File: src/rtl/sdram_rw_sched.sv
// sdram_rw_sched: two-client round-robin scheduler in front of the SDRAM
// read/write controller. Latches one burst request at a time, fires a single
// wr/rd trigger and tracks completion through the controller end flags, with
// a sticky watchdog error if the controller never reports back.
module sdram_rw_sched #(
  parameter int ROW_W   = 12,
  parameter int COL_W   = 9,
  parameter int TIMEOUT = 1023
) (
  input  logic             sclk,
  input  logic             s_rst_n,
  input  logic             init_done,
  input  logic             c0_req,
  input  logic             c0_we,
  input  logic [1:0]       c0_bank,
  input  logic [ROW_W-1:0] c0_row,
  input  logic [COL_W-1:0] c0_col,
  output logic             c0_ack,
  output logic             c0_done,
  input  logic             c1_req,
  input  logic             c1_we,
  input  logic [1:0]       c1_bank,
  input  logic [ROW_W-1:0] c1_row,
  input  logic [COL_W-1:0] c1_col,
  output logic             c1_ack,
  output logic             c1_done,
  output logic             wr_trig,
  output logic             rd_trig,
  output logic [1:0]       cmd_bank,
  output logic [ROW_W-1:0] cmd_row,
  output logic [COL_W-1:0] cmd_col,
  input  logic             flag_wr_end,
  input  logic             flag_rd_end,
  output logic             busy,
  output logic             timeout_err
);

  typedef enum logic [4:0] {
    WAIT_INIT = 5'b00001,
    IDLE      = 5'b00010,
    ISSUE     = 5'b00100,
    WAIT_END  = 5'b01000,
    DONE      = 5'b10000
  } state_t;

  // Last watchdog count before the burst is abandoned.
  localparam logic [15:0] WD_LAST = 16'(TIMEOUT - 1);

  state_t             state_q, state_d;
  logic               ptr_q, ptr_d;       // client favoured when both request
  logic               owner_q, owner_d;   // client owning the current burst
  logic               we_q, we_d;
  logic [1:0]         bank_q, bank_d;
  logic [ROW_W-1:0]   row_q, row_d;
  logic [COL_W-1:0]   col_q, col_d;
  logic [15:0]        wd_q, wd_d;
  logic               err_q, err_d;

  logic               wr_trig_q, wr_trig_d;
  logic               rd_trig_q, rd_trig_d;
  logic               c0_ack_q, c0_ack_d;
  logic               c1_ack_q, c1_ack_d;
  logic               c0_done_q, c0_done_d;
  logic               c1_done_q, c1_done_d;
  logic               busy_q, busy_d;

  logic               grant_id;
  logic               end_match;

  // Next-state, arbitration, request latching and watchdog.
  always_comb begin
    state_d   = state_q;
    ptr_d     = ptr_q;
    owner_d   = owner_q;
    we_d      = we_q;
    bank_d    = bank_q;
    row_d     = row_q;
    col_d     = col_q;
    wd_d      = wd_q;
    err_d     = err_q;
    grant_id  = 1'b0;
    // Only the end flag matching the burst direction completes it.
    end_match = we_q ? flag_wr_end : flag_rd_end;

    case (state_q)
      WAIT_INIT: begin
        if (init_done) begin
          state_d = IDLE;
        end
      end
      IDLE: begin
        if (c0_req || c1_req) begin
          // With a single requester it wins outright; with two the pointer decides.
          grant_id = (c0_req && c1_req) ? ptr_q : c1_req;
          owner_d  = grant_id;
          if (grant_id) begin
            we_d   = c1_we;
            bank_d = c1_bank;
            row_d  = c1_row;
            col_d  = c1_col;
          end else begin
            we_d   = c0_we;
            bank_d = c0_bank;
            row_d  = c0_row;
            col_d  = c0_col;
          end
          state_d = ISSUE;
        end
      end
      ISSUE: begin
        // Hand priority to the other client so continuous contention alternates.
        ptr_d   = ~owner_q;
        wd_d    = '0;
        state_d = WAIT_END;
      end
      WAIT_END: begin
        if (end_match) begin
          state_d = DONE;
        end else if (wd_q == WD_LAST) begin
          err_d   = 1'b1;
          state_d = IDLE;
        end else begin
          wd_d = wd_q + 16'd1;
        end
      end
      DONE: begin
        state_d = IDLE;
      end
      default: begin
        state_d = WAIT_INIT;
      end
    endcase
  end

  // Output decode from the upcoming state so every output leaves a flop.
  always_comb begin
    wr_trig_d = (state_d == ISSUE) && we_d;
    rd_trig_d = (state_d == ISSUE) && !we_d;
    c0_ack_d  = (state_d == ISSUE) && !owner_d;
    c1_ack_d  = (state_d == ISSUE) && owner_d;
    c0_done_d = (state_d == DONE) && !owner_d;
    c1_done_d = (state_d == DONE) && owner_d;
    busy_d    = (state_d == ISSUE) || (state_d == WAIT_END) || (state_d == DONE);
  end

  // Control state: FSM, arbitration pointer, owner and watchdog.
  always_ff @(posedge sclk or negedge s_rst_n) begin
    if (!s_rst_n) begin
      state_q <= WAIT_INIT;
      ptr_q   <= 1'b0;
      owner_q <= 1'b0;
      we_q    <= 1'b0;
      wd_q    <= '0;
      err_q   <= 1'b0;
    end else begin
      state_q <= state_d;
      ptr_q   <= ptr_d;
      owner_q <= owner_d;
      we_q    <= we_d;
      wd_q    <= wd_d;
      err_q   <= err_d;
    end
  end

  // Latched command address and registered pulse outputs.
  always_ff @(posedge sclk or negedge s_rst_n) begin
    if (!s_rst_n) begin
      bank_q    <= '0;
      row_q     <= '0;
      col_q     <= '0;
      wr_trig_q <= 1'b0;
      rd_trig_q <= 1'b0;
      c0_ack_q  <= 1'b0;
      c1_ack_q  <= 1'b0;
      c0_done_q <= 1'b0;
      c1_done_q <= 1'b0;
      busy_q    <= 1'b0;
    end else begin
      bank_q    <= bank_d;
      row_q     <= row_d;
      col_q     <= col_d;
      wr_trig_q <= wr_trig_d;
      rd_trig_q <= rd_trig_d;
      c0_ack_q  <= c0_ack_d;
      c1_ack_q  <= c1_ack_d;
      c0_done_q <= c0_done_d;
      c1_done_q <= c1_done_d;
      busy_q    <= busy_d;
    end
  end

  assign wr_trig     = wr_trig_q;
  assign rd_trig     = rd_trig_q;
  assign c0_ack      = c0_ack_q;
  assign c1_ack      = c1_ack_q;
  assign c0_done     = c0_done_q;
  assign c1_done     = c1_done_q;
  assign busy        = busy_q;
  assign timeout_err = err_q;
  assign cmd_bank    = bank_q;
  assign cmd_row     = row_q;
  assign cmd_col     = col_q;

endmodule

File: config.mk
export PLATFORM = sky130hd
export DESIGN_NAME = sdram_rw_sched
export DESIGN_NICKNAME = d
export VERILOG_FILES = /design/src/rtl/sdram_rw_sched.sv
export SDC_FILE = /design/constraint.sdc
export NUM_CORES = 1
export LEC_CHECK = 0
export ABC_CLOCK_PERIOD_IN_PS = 2900
export CAP_MARGIN = 20
export CORE_ASPECT_RATIO = 1.4
export CORE_MARGIN = 10
export CORE_UTILIZATION = 52
export CTS_BUF_LIST = sky130_fd_sc_hd__clkbuf_8
export DETAILED_ROUTE_END_ITERATION = 7
export PLACE_DENSITY_LB_ADDON = 0.2
export SLEW_MARGIN = 5
export SYNTH_ARGS = -nofsm -noshare
export SYNTH_HDL_FRONTEND = slang
export SYNTH_SLANG_ARGS = --single-unit
File: constraint.sdc
create_clock -name sclk -period 2.9 [get_ports sclk]
set_input_delay 0.58 -clock sclk [delete_from_list [all_inputs] [get_ports sclk]]
set_output_delay 0.58 -clock sclk [all_outputs]
set_load 0.03 [all_outputs]
==> results of run 1 <==
## metal layers
layer / global-route usage / share of wire / vias to the layer above
li1: - / - / 1100
met1: 0.1803 / 0.41 / 1052
met2: 0.2568 / 0.49 / 73
met3: 0.07483 / 0.090 / 8
met4: 0.05087 / 0.016 / 0
met5: 0 / 0 / -
## cell families (layout without fill, tap and decap cells)
logic type	Yosys count	in the layout	synth area share
flops	55	55	0.5100
mux	32	32	0.1190
buf+inv	22	103	0.04215
simple gates	98	98	0.2057
compound gates	52	52	0.1139
fa+ha+maj	2	2	0.009262
## stage by stage
step / util / power (W)
after CTS: 0.7273 / 0.003153
after detailed placement: 0.7036 / 0.002599
after floorplan: - / 0.002009
final: 0.7273 / 0.003115
after global placement: 0.7036 / 0.002563
after global routing: 0.7273 / 0.003309
## critical path, stage by stage (launching register included)
cell	delay (ns)
dfrtp_1	0.45
inv_1	0.10
ha_1	0.19
nor4b_1	0.30
and4_1	0.69
nor3_1	0.15
mux2_2	0.30
## area by class of cell
type                            count  area [µm²]  share of cell area
Clock inverter                      2       38.79             0.01042
Inverter                            5       18.77            0.005040
Tap cell                           66       82.58             0.02218
Clock buffer                        6       82.58             0.02218
Timing Repair Buffer               90       895.9              0.2406
Sequential cell                    55        1378              0.3700
Multi-Input combinational cell    184        1227              0.3296
## worst max path at each step
stage	endpoint	cells after the start	slack, ns	from
2_1_floorplan	wd_q[5]	5	1.14	flag_wr_end
3_3_place_gp	wd_q[4]	5	0.47	flag_wr_end
3_5_place_dp	wd_q[11]	5	0.47	flag_wr_end
4_1_cts	wd_q[11]	6	0.65	wd_q[0]
5_1_grt	wd_q[0]	6	0.41	wd_q[0]
6_report	wd_q[11]	6	0.61	wd_q[0]
## sequential cells by signal, summed over array words and instances, names as in the netlist, 2 cells and up
name	count
state_q	5
wd_q	16
cmd_bank	2
cmd_row	12
cmd_col	9
## cells in the final DEF (no fill, tap or decap), drive strengths merged
cell / n
clkdlybuf4s50: 84
dfrtp: 54
nor2: 32
a21oi: 32
mux2i: 31
nand2: 10
nor3: 8
o31ai: 7
nand3: 6
clkbuf: 6
inv: 6
o21ai: 6
buf: 6
nand2b: 5
nand4: 5
or4: 5
or3: 4
nor3b: 4
and4: 3
nor4b: 3
nand3b: 3
and2: 3
and3b: 2
ha: 2
a41oi: 1
a32oi: 1
o221ai: 1
or4b: 1
nor2b: 1
o311ai: 1
and3: 1
o2bb2ai: 1
and4bb: 1
o21bai: 1
mux2: 1
nor4: 1
o211ai: 1
bufinv: 1
dfstp: 1
## report_power, final
part | total (W) | switching, W | internal (W)
clock network | 0.000540 | 0.000255 | 0.000284
registers | 0.00123 | 0.000203 | 0.00103
logic | 0.00134 | 0.000744 | 0.000599
total | 0.00311 | 0.00120 | 0.00191
==> reports/qor.yml, run 1 <==
outcome:
  status: "completed"
global_routing:
  track_usage: 0.1591
  grt_pass1_vias: 2330
  grt_pass1_wl_um: 11010
  overflow: 0
  grt_max_degree: 51
  antenna_found_initial: 0
clocking:
  post_cts_buffers: 0
  path_clk_slew_ns: 0.10
  holdBufCountCts: 0
  cts_root_buf: "clkbuf_8"
  cts_tree: "done"
  clk_path_buf_depth: 2
  cts_sinks: 55
  htree_levels: 2
  cts_buffers: 5
  clk_latency_ns: 0.31
  post_cts_resized: 0
worst_setup_path:
  worstSetupStartpointType: "flip-flop"
  rr_endpoint: "wd_q[11]"
  reg2reg_from: "wd_q[0]"
  required_ns: 3.10
  reg2reg_depth: 6
  r2r_slack_ns: 0.61
  end_kind: "flip-flop"
  crit_type: "flip-flop to flip-flop"
  path_max_fanout: 22
  arrival_ns: 2.49
place:
  place_inst: 400
  hpwlAfterDp_um: 5060
  dp_slack_ns: 0.4704
  io_buffers: 85
  placed_cell_area_mm2: 0.003602
  gp_congestion: 0.8667
timing:
  worst_slack_ns: 0.6144
  period_share: 0.7881
  skew_ns: 0.009870
  timing.fmax_mhz: 437.5
  finalMaxSlewViolations: 0
  grt_setup_unrepaired: "no"
  slew_headroom: 0.5553
  worst_pin_slew_ns: 0.6671
  holdWs_ns: 0.2250
  post-route-min-period_ns: 2.286
  setup_violations: 0
  fin_tns_setup_ns: 0
  finalHoldViolCount: 0
yosys:
  yosysTopAreaCellShare: 0.5002
  syn-num-nets: 318
  synth_edf_count: 0
  async_reset_ff_frac: 1.000
  synth_seq_area_share: 0.5100
  syn_area_mm2: 0.002701
  ys_ff_latch: 55
  yosys.area.top_type: "dfrtp_1"
  synth-warning-count: 0
  yosys-top-cells-count: "dfrtp_1, a21oi_1, nor2_1, mux2i_1, buf_2"
  synth_ff_type: "dfrtp_1"
  ys_types: 42
  synth_cells: 261
  synth_most_common_cell: "dfrtp_1"
  synthTopCellsByArea: "dfrtp_1, mux2i_1, a21oi_1, nor2_1, buf_2"
  syn_avg_cell_area_um2: 10.35
routing:
  ant_nets: 0
  drc: 0
  wire_per_inst_um: 16.30
  vias: 2233
  drt_iter0_markers: 69
  dr.pass1.iters: 4
  vias_per_cell: 5.473
  drt-total-wl_um: 6651
cells_and_area:
  syn_to_final_growth_pct: 37.84
  drive_gt1_frac: 0.06433
  instances_no_fill: 408
  layout.nets: 398
  fillers: 395
  antennaDiodeCount: 0
  final_cell_area_mm2: 0.003724
die:
  fp.dieH_um: 105.3
  fp.dieW_um: 80.92
  rows: 31
  die-area_mm2: 0.008519
  coreArea_mm2: 0.005120
  initial_core_util: 0.5276
  ioPinCount: 86
hold_path:
  hold_path_class: "primary input to async pin"
job:
  cap_violations: 0
power:
  power.density_mw_per_mm2: 836.5
  p_leak_nw: 1.583
  vdd_drop_max_mv: 0.5191
(Power assumes the default switching activity.)
==> inputs of run 2 (changes only) <==
ABC_CLOCK_PERIOD_IN_PS = 2100   (was 2900)
CORE_UTILIZATION = 43   (was 52)
clock period = 2.1 ns   (was 2.9 ns; I/O delays follow)
==> reports/qor.yml, run 2 (synthesis results as in run 1) <==
outcome:
  status: "completed"
routing:
  wire_per_inst_um: 15.89
  vias: 2255
  drt_iter0_markers: 87
  ant_nets: 0
  vias_per_cell: 5.293
  drt-total-wl_um: 6769
  dr.pass1.iters: 4
  drc: 0
timing:
  setup_violations: 0
  slew_headroom: 0.6616
  timing.fmax_mhz: 523.2
  grt_setup_unrepaired: "no"
  worst_pin_slew_ns: 0.5076
  skew_ns: 0.009040
  finalMaxSlewViolations: 0
  post-route-min-period_ns: 1.911
  period_share: 0.9101
  finalHoldViolCount: 0
  holdWs_ns: 0.07198
  worst_slack_ns: 0.1889
die:
  coreArea_mm2: 0.006168
  rows: 34
  die-area_mm2: 0.009897
  fp.dieW_um: 86.99
  initial_core_util: 0.4379
  fp.dieH_um: 113.8
  ioPinCount: 86
global_routing:
  grt.met3_usage: 0.05991
  antenna_found_initial: 0
  grt_max_degree: 51
  grtUsageMet1: 0.1547
  grt_pass1_wl_um: 11180
  grt_pass1_vias: 2424
  busiest_layer: "met2"
  overflow: 0
  track_usage: 0.1384
  grtUsageMet2: 0.2327
place:
  gp_congestion: 0.8160
  io_buffers: 85
  place_inst: 418
  hpwlAfterDp_um: 5329
  dp_slack_ns: -0.02051
job:
  cap_violations: 0
power:
  p_sw_frac: 0.3931
  internal-power_w: 0.002505
  power.density_mw_per_mm2: 1085
  power.clock.fraction: 0.134
  combPwrFrac: 0.460
  vdd_drop_max_mv: 0.5737
  p_switching_w: 0.001622
  p_leak_nw: 1.641
  power_frac_seq: 0.406
cells_and_area:
  layout.nets: 410
  final_cell_mix: "clkdlybuf4s50_1, dfrtp_1, nor2_1, a21oi_1, mux2i_1"
  instances_no_fill: 426
  syn_to_final_growth_pct: 40.85
  drive_gt1_frac: 0.08757
  largest_reg_flops: 16
  top_register: "wd_q"
  mostFrequentLayoutCell: "clkdlybuf4s50_1"
  fin_util: 0.6168
  antennaDiodeCount: 0
worst_setup_path:
  required_ns: 2.33
  reg2reg_from: "wd_q[0]"
  end_kind: "flip-flop"
  crit_type: "flip-flop to flip-flop"
  arrival_ns: 2.14
  path_max_fanout: 14
  startpoint: "wd_q[0]"
  worstSetupStartpointType: "flip-flop"
  r2r_slack_ns: 0.19
clocking:
  post_cts_buffers: 0
  cts_root_buf: "clkbuf_8"
  htree_levels: 2
  post_cts_resized: 0
  cts_tree: "done"
  cts_sinks: 55
  clk_latency_ns: 0.30
  cts_buffers: 5
  path_clk_slew_ns: 0.10
  clk_path_buf_depth: 2
  holdBufCountCts: 0
hold_path:
  hold_path_class: "primary input to async pin"
==> run 2: changes by cell type in the layout (fill, tap and decap cells not counted) <==
cell and change:
bufinv_16 -1, clkbuf_8 -1, inv_6 -1, buf_12 +2, inv_1 +3, buf_4 +10
==> run 2: critical path: stages, from the launching register on <==
cell and delay [ns]:
dfrtp_1 0.35, inv_1 0.05, ha_1 0.22, nor4b_1 0.16
and4_1 0.21, buf_4 0.18, or4_1 0.50, a21oi_1 0.16
==> run 2: power by group through the flow <==
stage	Combinational, W	Sequential (W)	Clock [W]
floorplan	0.000649	0.00213	0
finish	0.00190	0.00168	0.000552
global route	0.00207	0.00173	0.000610
global placement	0.00191	0.00168	0
CTS	0.00193	0.00168	0.000577
detailed placement	0.00193	0.00169	0
==> run 2: final cells by class <==
cell class / count / area (µm²)
Sequential cell: 55 / 1378
Multi-Input combinational cell: 184 / 1227
Inverter: 5 / 18.77
Fill cell: 503 / 2364
Timing Repair Buffer: 102 / 1011
Tap cell: 72 / 90.09
Clock inverter: 3 / 11.26
Clock buffer: 5 / 68.82
==> run 2: worst paths after layout <==
| path | to | cells after the start |
|---|---|---|
| hold reg to reg | timeout_err | 1 |
| max in group asynchronous | state_q[0] | 2 |
| min in group sclk | timeout_err | 1 |
| setup / recovery | wd_q[13] | 7 |
| hold / removal | wd_q[5] | 1 |
| setup reg to reg | wd_q[13] | 7 |
==> run 2: layer usage <==
metal  share of wire  vias up
li1                -     1133
met1            0.39     1051
met2            0.51       66
met3           0.085        5
met4           0.011        0
met5               0        -
==> run 2: per-stage QoR <==
step / TNS (ns) / power [W] / cell area (µm²)
2_1_floorplan: 0 / 0.002775 / 2701
3_5_place_dp: -0.02051 / 0.003620 / 3725
4_1_cts: 0 / 0.004190 / 3805
6_report: 0 / 0.004127 / 3805
5_1_grt: 0 / 0.004407 / 3805
3_3_place_gp: 0 / 0.003589 / 3725
==> inputs of run 3 (changes only) <==
CORE_ASPECT_RATIO = 0.75   (was 1.4)
PLACE_DENSITY = 0.78   (was not set)
PLACE_DENSITY_LB_ADDON = not set   (was 0.2)
==> reports/qor.yml, run 3 (synthesis results as in run 1) <==
timing:
  worst_pin_slew_ns: 0.5507
  period_share: 0.9365
  finalMaxSlewViolations: 0
  setup_violations: 0
  finalHoldViolCount: 0
  grt_setup_unrepaired: "no"
  slew_headroom: 0.6318
  fin_tns_setup_ns: 0
  post-route-min-period_ns: 1.967
  timing.fmax_mhz: 508.5
  skew_ns: 0.005998
  holdWs_ns: 0.4791
power:
  p_leak_nw: 1.616
  vdd_drop_max_mv: 0.5958
  p_sw_frac: 0.3980
  combPwrFrac: 0.455
  power_frac_seq: 0.403
  total_power_w: 0.004181
  p_switching_w: 0.001664
  power.clock.fraction: 0.142
  power.density_mw_per_mm2: 1101
  internal-power_w: 0.002517
cells_and_area:
  largest_reg_flops: 16
  mostFrequentLayoutCell: "clkdlybuf4s50_1"
  final_cell_mix: "clkdlybuf4s50_1, dfrtp_1, nor2_1, a21oi_1, mux2i_1"
  drive_gt1_frac: 0.08286
  fillers: 495
  antennaDiodeCount: 0
  layout.nets: 406
  syn_to_final_growth_pct: 40.53
  instances_no_fill: 428
  top_register: "wd_q"
routing:
  wl_met2_um: 3371
  drt_iter0_markers: 80
  wire_per_inst_um: 16.04
  wl_met3_um: 395
  ant_nets: 0
  top_layer: "met4"
  vias_per_cell: 5.283
  wl_met1_um: 2993
  vias: 2261
  dr.pass1.iters: 4
  drc: 0
  drt-total-wl_um: 6863
clocking:
  cts_sinks: 55
  path_clk_slew_ns: 0.10
  cts_root_buf: "clkbuf_8"
  clk_latency_ns: 0.31
  cts_tree: "done"
  cts_buffers: 5
  clk_path_buf_depth: 2
  htree_levels: 2
worst_setup_path:
  r2r_slack_ns: 0.13
  rr_endpoint: "wd_q[13]"
  required_ns: 2.34
  reg2reg_depth: 7
  reg2reg_from: "wd_q[0]"
  crit_type: "flip-flop to flip-flop"
  end_kind: "flip-flop"
  worstSetupStartpointType: "flip-flop"
  setup.worst_path.end: "wd_q[13]"
  startpoint: "wd_q[0]"
  path_max_fanout: 12
  arrival_ns: 2.20
place:
  io_buffers: 85
  hpwlAfterDp_um: 5334
  gp_congestion: 0.8693
  place_inst: 419
die:
  fp.dieW_um: 111.5
  initial_core_util: 0.4543
  rows: 24
  fp.dieH_um: 88.64
  ioPinCount: 86
  coreArea_mm2: 0.005946
  die-area_mm2: 0.009885
outcome:
  status: "completed"
global_routing:
  antenna_found_initial: 0
  grt_max_degree: 51
  track_usage: 0.1327
  grt_pass1_wl_um: 10910
  overflow: 0
  grt_pass1_vias: 2198
hold_path:
  hold_path_class: "flip-flop to flip-flop"
job:
  cap_violations: 0
-- run 3: cell types whose count changed in the layout (fill, tap and decap cells not counted), sizes merged --
cell,previous run,this run
clkinv,0,2
dlygate4sd3,0,1
inv,8,6
buf,18,13
-- run 3: worst min path at each step --
| stage | start | end | slack (ns) | depth (start not counted) |
|---|---|---|---|---|
| floorplan | s_rst_n | busy | 0.12 | 0 |
| global placement | s_rst_n | cmd_row[11] | 0.29 | 1 |
| detailed placement | s_rst_n | cmd_row[11] | 0.29 | 1 |
| CTS | s_rst_n | cmd_bank[1] | 0.48 | 2 |
| global route | s_rst_n | cmd_row[2] | 0.51 | 2 |
| finish | timeout_err | timeout_err | 0.48 | 1 |
-- run 3: repair_timing --
action | 4_1_cts | 5_1_grt
buffers inserted | 0 | 0
hold buffers | 1 | 0
hold endpoints to repair | 7 | 0
endpoints found under the setup margin | 0 | 0
resized for setup | 0 | 0
-- run 3: worst max-delay path: stages, from the launching register on --
cell,delay (ns)
dfrtp_1,0.44
inv_1,0.08
ha_1,0.20
nor4b_1,0.15
and4_1,0.19
buf_4,0.18
or4_1,0.50
a21oi_1,0.15
-- run 3: metal layers --
layer | global-route usage | vias to the layer above
met2 | 0.2188 | 74
met1 | 0.1683 | 1056
met3 | 0.03178 | 11
li1 | - | 1120
met4 | 0.04657 | 0
met5 | 0 | -
-- run 3: final cells by class --
type / instances / area [µm²] / area share
Sequential cell: 55 / 1378 / 0.3629
Clock buffer: 5 / 68.82 / 0.01813
Timing Repair Buffer: 98 / 983.4 / 0.2591
Tap cell: 78 / 97.59 / 0.02571
Multi-Input combinational cell: 184 / 1227 / 0.3233
Clock inverter: 3 / 22.52 / 0.005933
Inverter: 5 / 18.77 / 0.004944
-- run 3: through the flow --
step / util / cell area, µm² / setup slack (ns)
after floorplan: - / 2701 / 0.3492
after global placement: 0.6214 / 3695 / 0.03531
after detailed placement: 0.6214 / 3695 / 0.001739
after CTS: 0.6385 / 3796 / 0.1355
after global routing: 0.6385 / 3796 / 0.02813
final: 0.6385 / 3796 / 0.1335
-- run 3: power groups by stage --
stage	clock network [W]	logic, W	registers (W)
after CTS	0.000616	0.00193	0.00168
final	0.000593	0.00190	0.00168
after global placement	0	0.00189	0.00169
after global routing	0.000664	0.00205	0.00173
after detailed placement	0	0.00192	0.00170
after floorplan	0	0.000649	0.00213
